[src/rtl/pkg_tpu.sv]
// Shared vector-unit types for the commit tracker, sized for the default configuration
// (4 lanes, 4 outstanding commands, 8-bit thread IDs).
package pkg_tpu;

    localparam int VCT_NUM_LANES = 4;
    localparam int VCT_DEPTH     = 4;
    localparam int VCT_ID_WIDTH  = 8;
    localparam int VCT_TAG_WIDTH = $clog2(VCT_DEPTH);

    typedef logic [VCT_TAG_WIDTH-1:0] vct_tag_t;

    typedef struct packed {
        logic                     valid;
        logic [VCT_NUM_LANES-1:0] mask;
        logic [VCT_NUM_LANES-1:0] done;
        logic [VCT_ID_WIDTH-1:0]  id;
    } vct_entry_t;

    typedef vct_tag_t [VCT_NUM_LANES-1:0] v_commit_tag_t;

endpackage

[src/rtl/vector_commit_tracker.sv]
// In-order commit tracker for up to DEPTH outstanding vector commands: gathers tagged
// per-lane commit pulses and retires the oldest command once every enabled lane is done.
module vector_commit_tracker
    import pkg_tpu::*;
#(
    parameter int  NUM_LANES = VCT_NUM_LANES,
    parameter int  DEPTH     = VCT_DEPTH,
    parameter int  ID_WIDTH  = VCT_ID_WIDTH,
    localparam int TAG_WIDTH = $clog2(DEPTH)
) (
    input  logic                           clock,
    input  logic                           reset,
    input  logic                           I_Issue,
    input  logic [NUM_LANES-1:0]           I_En_Lane,
    input  logic [ID_WIDTH-1:0]            I_ThreadID,
    output logic                           O_Issue_Ready,
    output logic [TAG_WIDTH-1:0]           O_Issue_Tag,
    input  logic [NUM_LANES-1:0]           I_Commit,
    input  logic [NUM_LANES*TAG_WIDTH-1:0] I_Commit_Tag,
    output logic                           O_Commit_Req,
    output logic [ID_WIDTH-1:0]            O_Commit_ThreadID,
    output logic [TAG_WIDTH-1:0]           O_Commit_Tag,
    input  logic                           I_Commit_Ack,
    input  logic                           I_Flush,
    output logic [TAG_WIDTH:0]             O_Count,
    output logic                           O_Error
);

    typedef logic [TAG_WIDTH-1:0] tag_t;
    typedef logic [TAG_WIDTH:0]   cnt_t;

    typedef struct packed {
        logic                 valid;
        logic [NUM_LANES-1:0] mask;
        logic [NUM_LANES-1:0] done;
        logic [ID_WIDTH-1:0]  id;
    } entry_t;

    entry_t entries_q [DEPTH];
    entry_t entries_d [DEPTH];
    tag_t   head_q, head_d;
    tag_t   tail_q, tail_d;
    cnt_t   count_q, count_d;
    logic   error_q, error_d;

    logic [NUM_LANES-1:0] laneHit;
    logic [NUM_LANES-1:0] laneErr;
    logic                 issueFire;
    logic                 retireFire;

    assign O_Issue_Ready     = (count_q != cnt_t'(DEPTH));
    assign O_Issue_Tag       = tail_q;
    assign O_Commit_Req      = entries_q[head_q].valid &&
                               (entries_q[head_q].done == entries_q[head_q].mask);
    assign O_Commit_ThreadID = entries_q[head_q].id;
    assign O_Commit_Tag      = head_q;
    assign O_Count           = count_q;
    assign O_Error           = error_q;

    assign issueFire  = I_Issue && O_Issue_Ready;
    assign retireFire = O_Commit_Req && I_Commit_Ack;

    // A pulse only counts if it lands on a live entry, an enabled lane, and a lane not yet done.
    for (genvar g = 0; g < NUM_LANES; g++) begin : g_lane
        tag_t laneTag;
        assign laneTag    = I_Commit_Tag[g*TAG_WIDTH +: TAG_WIDTH];
        assign laneHit[g] = I_Commit[g] && entries_q[laneTag].valid &&
                            entries_q[laneTag].mask[g] && !entries_q[laneTag].done[g];
        assign laneErr[g] = I_Commit[g] && !laneHit[g];
    end

    always_comb begin
        entries_d = entries_q;
        head_d    = head_q;
        tail_d    = tail_q;
        count_d   = count_q;
        error_d   = error_q | (|laneErr);

        for (int l = 0; l < NUM_LANES; l++) begin
            if (laneHit[l]) begin
                entries_d[I_Commit_Tag[l*TAG_WIDTH +: TAG_WIDTH]].done[l] = 1'b1;
            end
        end

        if (retireFire) begin
            entries_d[head_q].valid = 1'b0;
            head_d                  = head_q + tag_t'(1);
        end

        if (issueFire) begin
            entries_d[tail_q].valid = 1'b1;
            entries_d[tail_q].mask  = I_En_Lane;
            entries_d[tail_q].done  = '0;
            entries_d[tail_q].id    = I_ThreadID;
            tail_d                  = tail_q + tag_t'(1);
        end

        case ({issueFire, retireFire})
            2'b10:   count_d = count_q + cnt_t'(1);
            2'b01:   count_d = count_q - cnt_t'(1);
            default: count_d = count_q;
        endcase

        // Flush wins over everything in the same cycle but leaves the sticky error alone.
        if (I_Flush) begin
            for (int k = 0; k < DEPTH; k++) begin
                entries_d[k] = '0;
            end
            head_d  = '0;
            tail_d  = '0;
            count_d = '0;
            error_d = error_q;
        end
    end

    always_ff @(posedge clock or negedge reset) begin
        if (!reset) begin
            for (int k = 0; k < DEPTH; k++) begin
                entries_q[k] <= '0;
            end
            head_q  <= '0;
            tail_q  <= '0;
            count_q <= '0;
            error_q <= 1'b0;
        end else begin
            entries_q <= entries_d;
            head_q    <= head_d;
            tail_q    <= tail_d;
            count_q   <= count_d;
            error_q   <= error_d;
        end
    end

endmodule
[config.mk]
export PLATFORM = sky130hd
export DESIGN_NAME = vector_commit_tracker
export DESIGN_NICKNAME = d
export VERILOG_FILES = /design/src/rtl/pkg_tpu.sv /design/src/rtl/vector_commit_tracker.sv
export SDC_FILE = /design/constraint.sdc
export NUM_CORES = 1
export LEC_CHECK = 0
export ABC_CLOCK_PERIOD_IN_PS = 4100
export BUFFER_PORTS_ARGS = -buffer_cell sky130_fd_sc_hd__buf_4
export CORE_MARGIN = 3
export CORE_UTILIZATION = 25
export DETAILED_ROUTE_END_ITERATION = 12
export GPL_TIMING_DRIVEN = 0
export HOLD_SLACK_MARGIN = 0.12
export PLACE_DENSITY = 0.39
export SLEW_MARGIN = 15
export SYNTH_ARGS = -nofsm -noshare
export SYNTH_HDL_FRONTEND = slang
export SYNTH_SLANG_ARGS = --single-unit
[constraint.sdc]
create_clock -name clock -period 4.1 [get_ports clock]
set_input_delay 0.205 -clock clock [delete_from_list [all_inputs] [get_ports clock]]
set_output_delay 0.205 -clock clock [all_outputs]
set_load 0.01 [all_outputs]
# Word-level counts from Yosys, hierarchy flattened
# Cells that the tools add are included.
[word_totals]
reg_bits = 76
inputBits = 29
output_inout_bits = 18
[classes]
addsub = 4
n_lt_le_gt_ge = 12
n_eq_ne = 4
n_mux = 55
bitwise_logic = 7
n_reduce_logical = 37
[op_table]
columns = ["cell", "count"]
rows = [
  ["68-bit bitwise mux", 9],
  ["68-bit 2-to-1 mux", 7],
  ["17-bit demux with 2-bit select", 9],
  ["17-bit 2-to-1 mux", 12],
  ["17-bit binary-select mux with 2-bit select", 5],
  ["1-bit logical AND", 25],
  ["12-bit 2-to-1 mux", 2],
  ["3-bit >= comparator, second input constant", 6],
  ["3-bit by 1-bit < comparator with 1-bit output, second input constant", 6],
  ["2-bit NOT with 3-bit output", 6],
  ["16-bit 2-to-1 mux", 1],
  ["11-bit 2-to-1 mux", 1],
  ["10-bit 2-to-1 mux", 1],
  ["9-bit 2-to-1 mux", 1],
  ["1-bit zero test", 8],
  ["2-bit 2-to-1 mux", 4],
  ["8-bit 2-to-1 mux", 1],
  ["3-bit case mux with 2 select lines", 1],
  ["2-bit by 1-bit adder with 2-bit output, second input constant", 2],
  ["4-bit equality test", 1],
  ["2-bit nonzero test", 2],
  ["4-bit OR reduction", 1],
  ["3-bit by 1-bit adder with 3-bit output, second input constant", 1],
  ["3-bit 2-to-1 mux", 1],
  ["other kinds (6)", 6],
]

# Longest topological paths before layout
[logic_depth]
ltp_word = 22
depth_mapped = 10

# Least setup slack after synthesis
# No wires, ideal clock.
[synth_path]
path_type = "register to register"
start = "register head_q[1], in the netlist O_Commit_Tag[1]"
end = "register count_q[2], in the netlist O_Count[2]"
arrival_time_ps = 2510
t_required_ps = 3975
slack_ps = 1465
path_stages_with_launch = 11
cell_sequence = "dfrtp_1 -> buf_6 -> mux4_2 -> xor2_1 -> nor2_2 -> nand3_4 -> nor2_1 -> fa_1 -> and3_1 -> mux2i_1 -> mux2_2"
[synth_between]
elab_chain_cells = 10
word_cells_on_any_way = 12
classes_between = "3 x eq/ne; 5 x mux; 1 x bitwise; 3 x reduce/logical"
[synth_lines]
columns = ["item", "line_no", "rtl"]
rows = [
  ["start: declaration", "vector_commit_tracker.sv:41", "tag_t head_q, head_d;"],
  ["start signal: assignment", "vector_commit_tracker.sv:121", "head_q <= '0;"],
  ["start signal: assignment", "vector_commit_tracker.sv:127", "head_q <= head_d;"],
  ["2-bit NOT with 3-bit output (implied by the code) (*)", "vector_commit_tracker.sv:53, vector_commit_tracker.sv:54", ""],
  ["17-bit binary-select mux with 2-bit select (*)", "vector_commit_tracker.sv:53, vector_commit_tracker.sv:54", ""],
  ["17-bit 2-to-1 mux (*) (2 in series)", "n/a", ""],
  ["4-bit equality test", "vector_commit_tracker.sv:54", "(entries_q[head_q].done == entries_q[head_q].mask);"],
  ["1-bit logical AND (*)", "vector_commit_tracker.sv:53", "assign O_Commit_Req = entries_q[head_q].valid &&"],
  ["1-bit logical AND (*)", "vector_commit_tracker.sv:61", "assign retireFire = O_Commit_Req && I_Commit_Ack;"],
  ["2-bit by 1-bit equality test with 1-bit output or 2-bit equality test (tied branches)", "vector_commit_tracker.sv:98", "case ({issueFire, retireFire})"],
  ["3-bit case mux with 2 select lines", "vector_commit_tracker.sv:98", ""],
  ["3-bit 2-to-1 mux", "vector_commit_tracker.sv:105", "if (I_Flush) begin"],
  ["end signal: assignment", "vector_commit_tracker.sv:129", "count_q <= count_d;"],
  ["end: declaration", "vector_commit_tracker.sv:43", "cnt_t count_q, count_d;"],
]
# Every way passes the cells marked *; elsewhere a longest branch is shown, timed or not. The select of a mux whose other input is x is not followed.
# A chain may end at the register's enable or synchronous reset.

# Worst setup path after layout
# Ends and elaborated chain as after synthesis.

==> flow_results.org <==
** Run status
- The flow ran to the end, and the final reports show no timing, DRC or antenna violations.

** Routing
- For this run, design rule violations remaining after detail routing come to 0.
- DR vias :: ~3300
- Detail-routed via count per cell :: around 4.7
- Per-cell routed wire length :: about 18 um
- In this run the remaining antenna-violating nets after routing total 0.
- Wires add up to around 12000 um.
- The first TritonRoute pass finished after 6 iterations.
- For this block, the initial DRC count from the detailed router was 210.

** STA
- Setup tns final :: 0 ns
- The clock arrives with a little under 0.007 ns of skew.
- Worst slew margin relative to its limit :: 0.304
- In the finished design, the share of the clock period the worst path needs comes to 0.738.
- The hold violation count in the final report was 0.
- Subtracting the final worst setup slack from the clock period gives 3.03 ns.
- The max-slew violation count came to 0.
- Timing would allow up to between 0.3 and 0.4 GHz.
- For the pin with the worst max-slew slack, the measured transition is roughly 1.0 ns.
- Setup violations remaining at the end of the flow were counted as 0.
- Setup repair after global routing left no endpoint under its margin.

** Floorplanning
- Number of rows in the core area :: 45
- The die covers roughly 0.017 mm2.
- The region available for standard cell placement spans roughly 0.015 mm2.
- Measured along the y axis, the die boundary spans approximately 130 um.
- 47 I/O pins were placed.
- Die width :: 132 um
- Effective utilization at floorplan :: 0.259

** Clock tree
- Maximum buffer depth of the clock tree :: 2
- Total number of H-tree levels :: 3
- Clock Root Buffer :: sky130_fd_sc_hd__clkbuf_16
- Insertion delay to the later sink of the worst-skew pair :: between 0.3 and 0.4 ns
- TritonCTS built the clock tree.
- Buffers inserted during clock tree synthesis total 9.
- The tree built by TritonCTS fans out to 76 sinks.
- Clock slew at the register clock pins of the worst setup and hold paths :: about 0.060 ns
- In this run the post-CTS setup repair buffer count came out at 0.

** Yosys
- Yosys warning count :: 0
- In the synthesized netlist, the number of instances is a little over 400.
- Post-synthesis async set-or-reset flop share :: 1.00
- Mapped Avg Cell Area :: roughly 9.7 um2
- Yosys mapped the design onto 47 distinct sky130hd cell types.
- Cell area after synthesis :: roughly 0.0040 mm2
- Number of enable-type register cells in the synthesized netlist :: 0
- Of the synthesized area, sequential elements account for 0.478.
- Synthesis produced a netlist with a net count of 450.
- Top_reg_cell synth :: sky130_fd_sc_hd__dfrtp_1
- In this run, synthesis produced a sequential element count of between 70 and 80.

** Global route
- First-pass GRT wire length :: approximately 19000 um
- The initial antenna violation count came to 0.
- For met3 alone, demand over resource in global routing was 0.0408.
- The global routing stage identified its most utilized layer as met2.
- Pin count of the biggest net entering global routing :: between 70 and 80
- In the global route stage, overall resource usage came out at 0.146.
- Via count of the first global-routing pass :: between 3000 and 4000
- Met1 track demand over resource :: 0.205
- Met2 capacity usage during global routing :: 0.228
- Global routing finished with a remaining overflow of 0.

** Layout
- Of the cells placed in the final design, the portion with a size suffix greater than 1 is 0.164.
- Count of inserted antenna diode cells :: 0
- The library cell used most frequently in the layout, excluding fill and tap cells, is sky130_fd_sc_hd__nand2_1.
- Compared with the post-synthesis result, the final layout area differs by 24.2%.
- For this run, the post-layout net count is 510.
- The filler cells instantiated in the layout total around 1600.
- Leaving out fill and tap cells, the most frequent cells in the layout are sky130_fd_sc_hd__nand2_1, sky130_fd_sc_hd__dfrtp_1, sky130_fd_sc_hd__a21oi_1.

** Hold path
- The worst hold path was traced through 3 stages.
- Sink of the worst hold path :: entries_q[48]
- The worst hold path belongs to the class input pin to register.
- Hold path start :: I_En_Lane[2]

** Setup path
- R2r worst-path depth :: 10
- STA classifies the critical path startpoint as a register.
- Largest fanout on the critical path :: 10
- Crit path required time :: ~4.3 ns
- Kind of end point of the critical path :: register
- In this run the critical register-to-register path is captured at O_Count[2].
- Data arrives at the worst endpoint at between 3 and 4 ns.
- Critical path class :: register to register
- Worst reg2reg path startpoint :: O_Commit_Tag[1]
- Worst-case register-to-register setup slack :: between 1 and 1.5 ns

** Power and ir drop
- Dividing total power by cell area gives a power density of roughly 420 mW/mm2.
- Across the VDD grid, the largest voltage drop is ~0.22 mV.
- Power consumption :: around 2.1 mW
- Static power due to leakage :: 2.12 nW

** Place
- The congestion estimate from routability-driven global placement came to 0.767.
- Input and output buffers added on the ports amount to 42.
- Detailed placement finished with a half-perimeter wire length of ~8500 um.

** Job
- Max-capacitance violation count :: 0
-- kinds of logic after synthesis --
logic type | share of synthesized area
xor+xnor | 0.0371
flops | 0.478
simple gates | 0.196
mux | 0.0881
buf+inv | 0.0390
fa+ha+maj | 0.0302
compound gates | 0.131
-- through the flow --
step | std cells | worst slack (ns) | area (um2) | hold slack [ns] | utilization
floorplan | 412 | 1.47 | 3980 | -0.0906 | -
global placement | 665 | 1.02 | 4560 | 0.459 | 0.297
detailed placement | 665 | 1.01 | 4560 | 0.466 | 0.297
CTS | 688 | 1.01 | 4940 | 0.121 | 0.322
global route | 688 | 0.904 | 4940 | 0.128 | 0.322
finish | 688 | 1.07 | 4940 | 0.134 | 0.322
-- where the power goes --
part / internal [mW] / switching [mW] / total (mW) / leakage, nW
registers: 0.793 / 0.0469 / 0.840 / 1.04
clock network: 0.522 / 0.317 / 0.839 / 0.156
logic: 0.162 / 0.227 / 0.389 / 0.925
-- worst max-delay path by stage --
stage / from / slack (ns) / cells past startpoint / to
6_report: O_Commit_Tag[1] / 1.07 / 10 / O_Count[2]
2_1_floorplan: O_Commit_Tag[1] / 1.47 / 10 / O_Count[2]
3_5_place_dp: O_Commit_Tag[1] / 1.01 / 10 / O_Count[2]
3_3_place_gp: O_Commit_Tag[1] / 1.02 / 10 / O_Count[2]
5_1_grt: O_Commit_Tag[1] / 0.90 / 10 / O_Count[2]
4_1_cts: O_Commit_Tag[1] / 1.01 / 10 / O_Count[2]
-- worst max-delay path: stages (launching register included) --
cell	delay (ns)
sky130_fd_sc_hd__dfrtp_1	0.43
sky130_fd_sc_hd__buf_6	0.16
sky130_fd_sc_hd__clkbuf_1	0.64
sky130_fd_sc_hd__nand4_1	0.20
sky130_fd_sc_hd__a211oi_2	0.37
sky130_fd_sc_hd__nand3_4	0.21
sky130_fd_sc_hd__nor2_1	0.16
sky130_fd_sc_hd__fa_1	0.20
sky130_fd_sc_hd__nor2_1	0.05
sky130_fd_sc_hd__mux2i_1	0.15
sky130_fd_sc_hd__mux2_2	0.35
-- final cells by class --
class | instances | area, um2 | area share
Buffer | 25 | 106 | 0.0215
Clock buffer | 13 | 270 | 0.0547
Clock inverter | 3 | 43.8 | 0.00886
Inverter | 13 | 48.8 | 0.00987
Multi-Input combinational cell | 298 | 1920 | 0.389
Sequential cell | 76 | 1900 | 0.385
Tap cell | 211 | 264 | 0.0534
Timing Repair Buffer | 49 | 385 | 0.0780
-- cells in the mapped netlist, types with 2 or more instances --
cell / count / share of area
sky130_fd_sc_hd__and3_1: 5 / 0.0079
sky130_fd_sc_hd__nand4b_1: 7 / 0.015
sky130_fd_sc_hd__ha_1: 8 / 0.025
sky130_fd_sc_hd__nor4b_1: 3 / 0.0066
sky130_fd_sc_hd__xor2_1: 9 / 0.020
sky130_fd_sc_hd__dfrtp_1: 76 / 0.48
sky130_fd_sc_hd__nand2b_1: 2 / 0.0031
sky130_fd_sc_hd__o211ai_1: 2 / 0.0038
sky130_fd_sc_hd__nor4_1: 2 / 0.0031
sky130_fd_sc_hd__a21oi_1: 53 / 0.067
sky130_fd_sc_hd__o21ai_0: 12 / 0.015
sky130_fd_sc_hd__nor2b_1: 3 / 0.0047
sky130_fd_sc_hd__and2_1: 2 / 0.0031
sky130_fd_sc_hd__mux4_2: 11 / 0.062
sky130_fd_sc_hd__a41oi_1: 7 / 0.015
sky130_fd_sc_hd__nor3_1: 11 / 0.014
sky130_fd_sc_hd__nand3b_1: 7 / 0.013
sky130_fd_sc_hd__mux2i_1: 5 / 0.013
sky130_fd_sc_hd__o21a_1: 8 / 0.015
sky130_fd_sc_hd__clkbuf_1: 21 / 0.020
sky130_fd_sc_hd__a221oi_1: 2 / 0.0044
sky130_fd_sc_hd__nor2_1: 11 / 0.010
sky130_fd_sc_hd__nand2_1: 105 / 0.099
sky130_fd_sc_hd__inv_1: 12 / 0.011
sky130_fd_sc_hd__xnor2_1: 6 / 0.013
-- layer usage --
metal | up-vias | part of all wire
met2 | 90 | 0.47
met1 | 1605 | 0.47
met5 | - | 0
met4 | 0 | 0.0078
li1 | 1557 | -
met3 | 7 | 0.055
-- flip-flops by register name, summed over array words and instances (netlist names) --
register	count
O_Issue_Tag	2
O_Count	3
entries_q	68
O_Commit_Tag	2
O_Error	1
-- timing repair --
| item | CTS | global route |
|---|---|---|
| hold buffers | 7 | 0 |
| resized for setup | 0 | 0 |
| endpoints found under the hold margin | 83 | 0 |
Note: power is estimated with default switching activity, not from simulation.
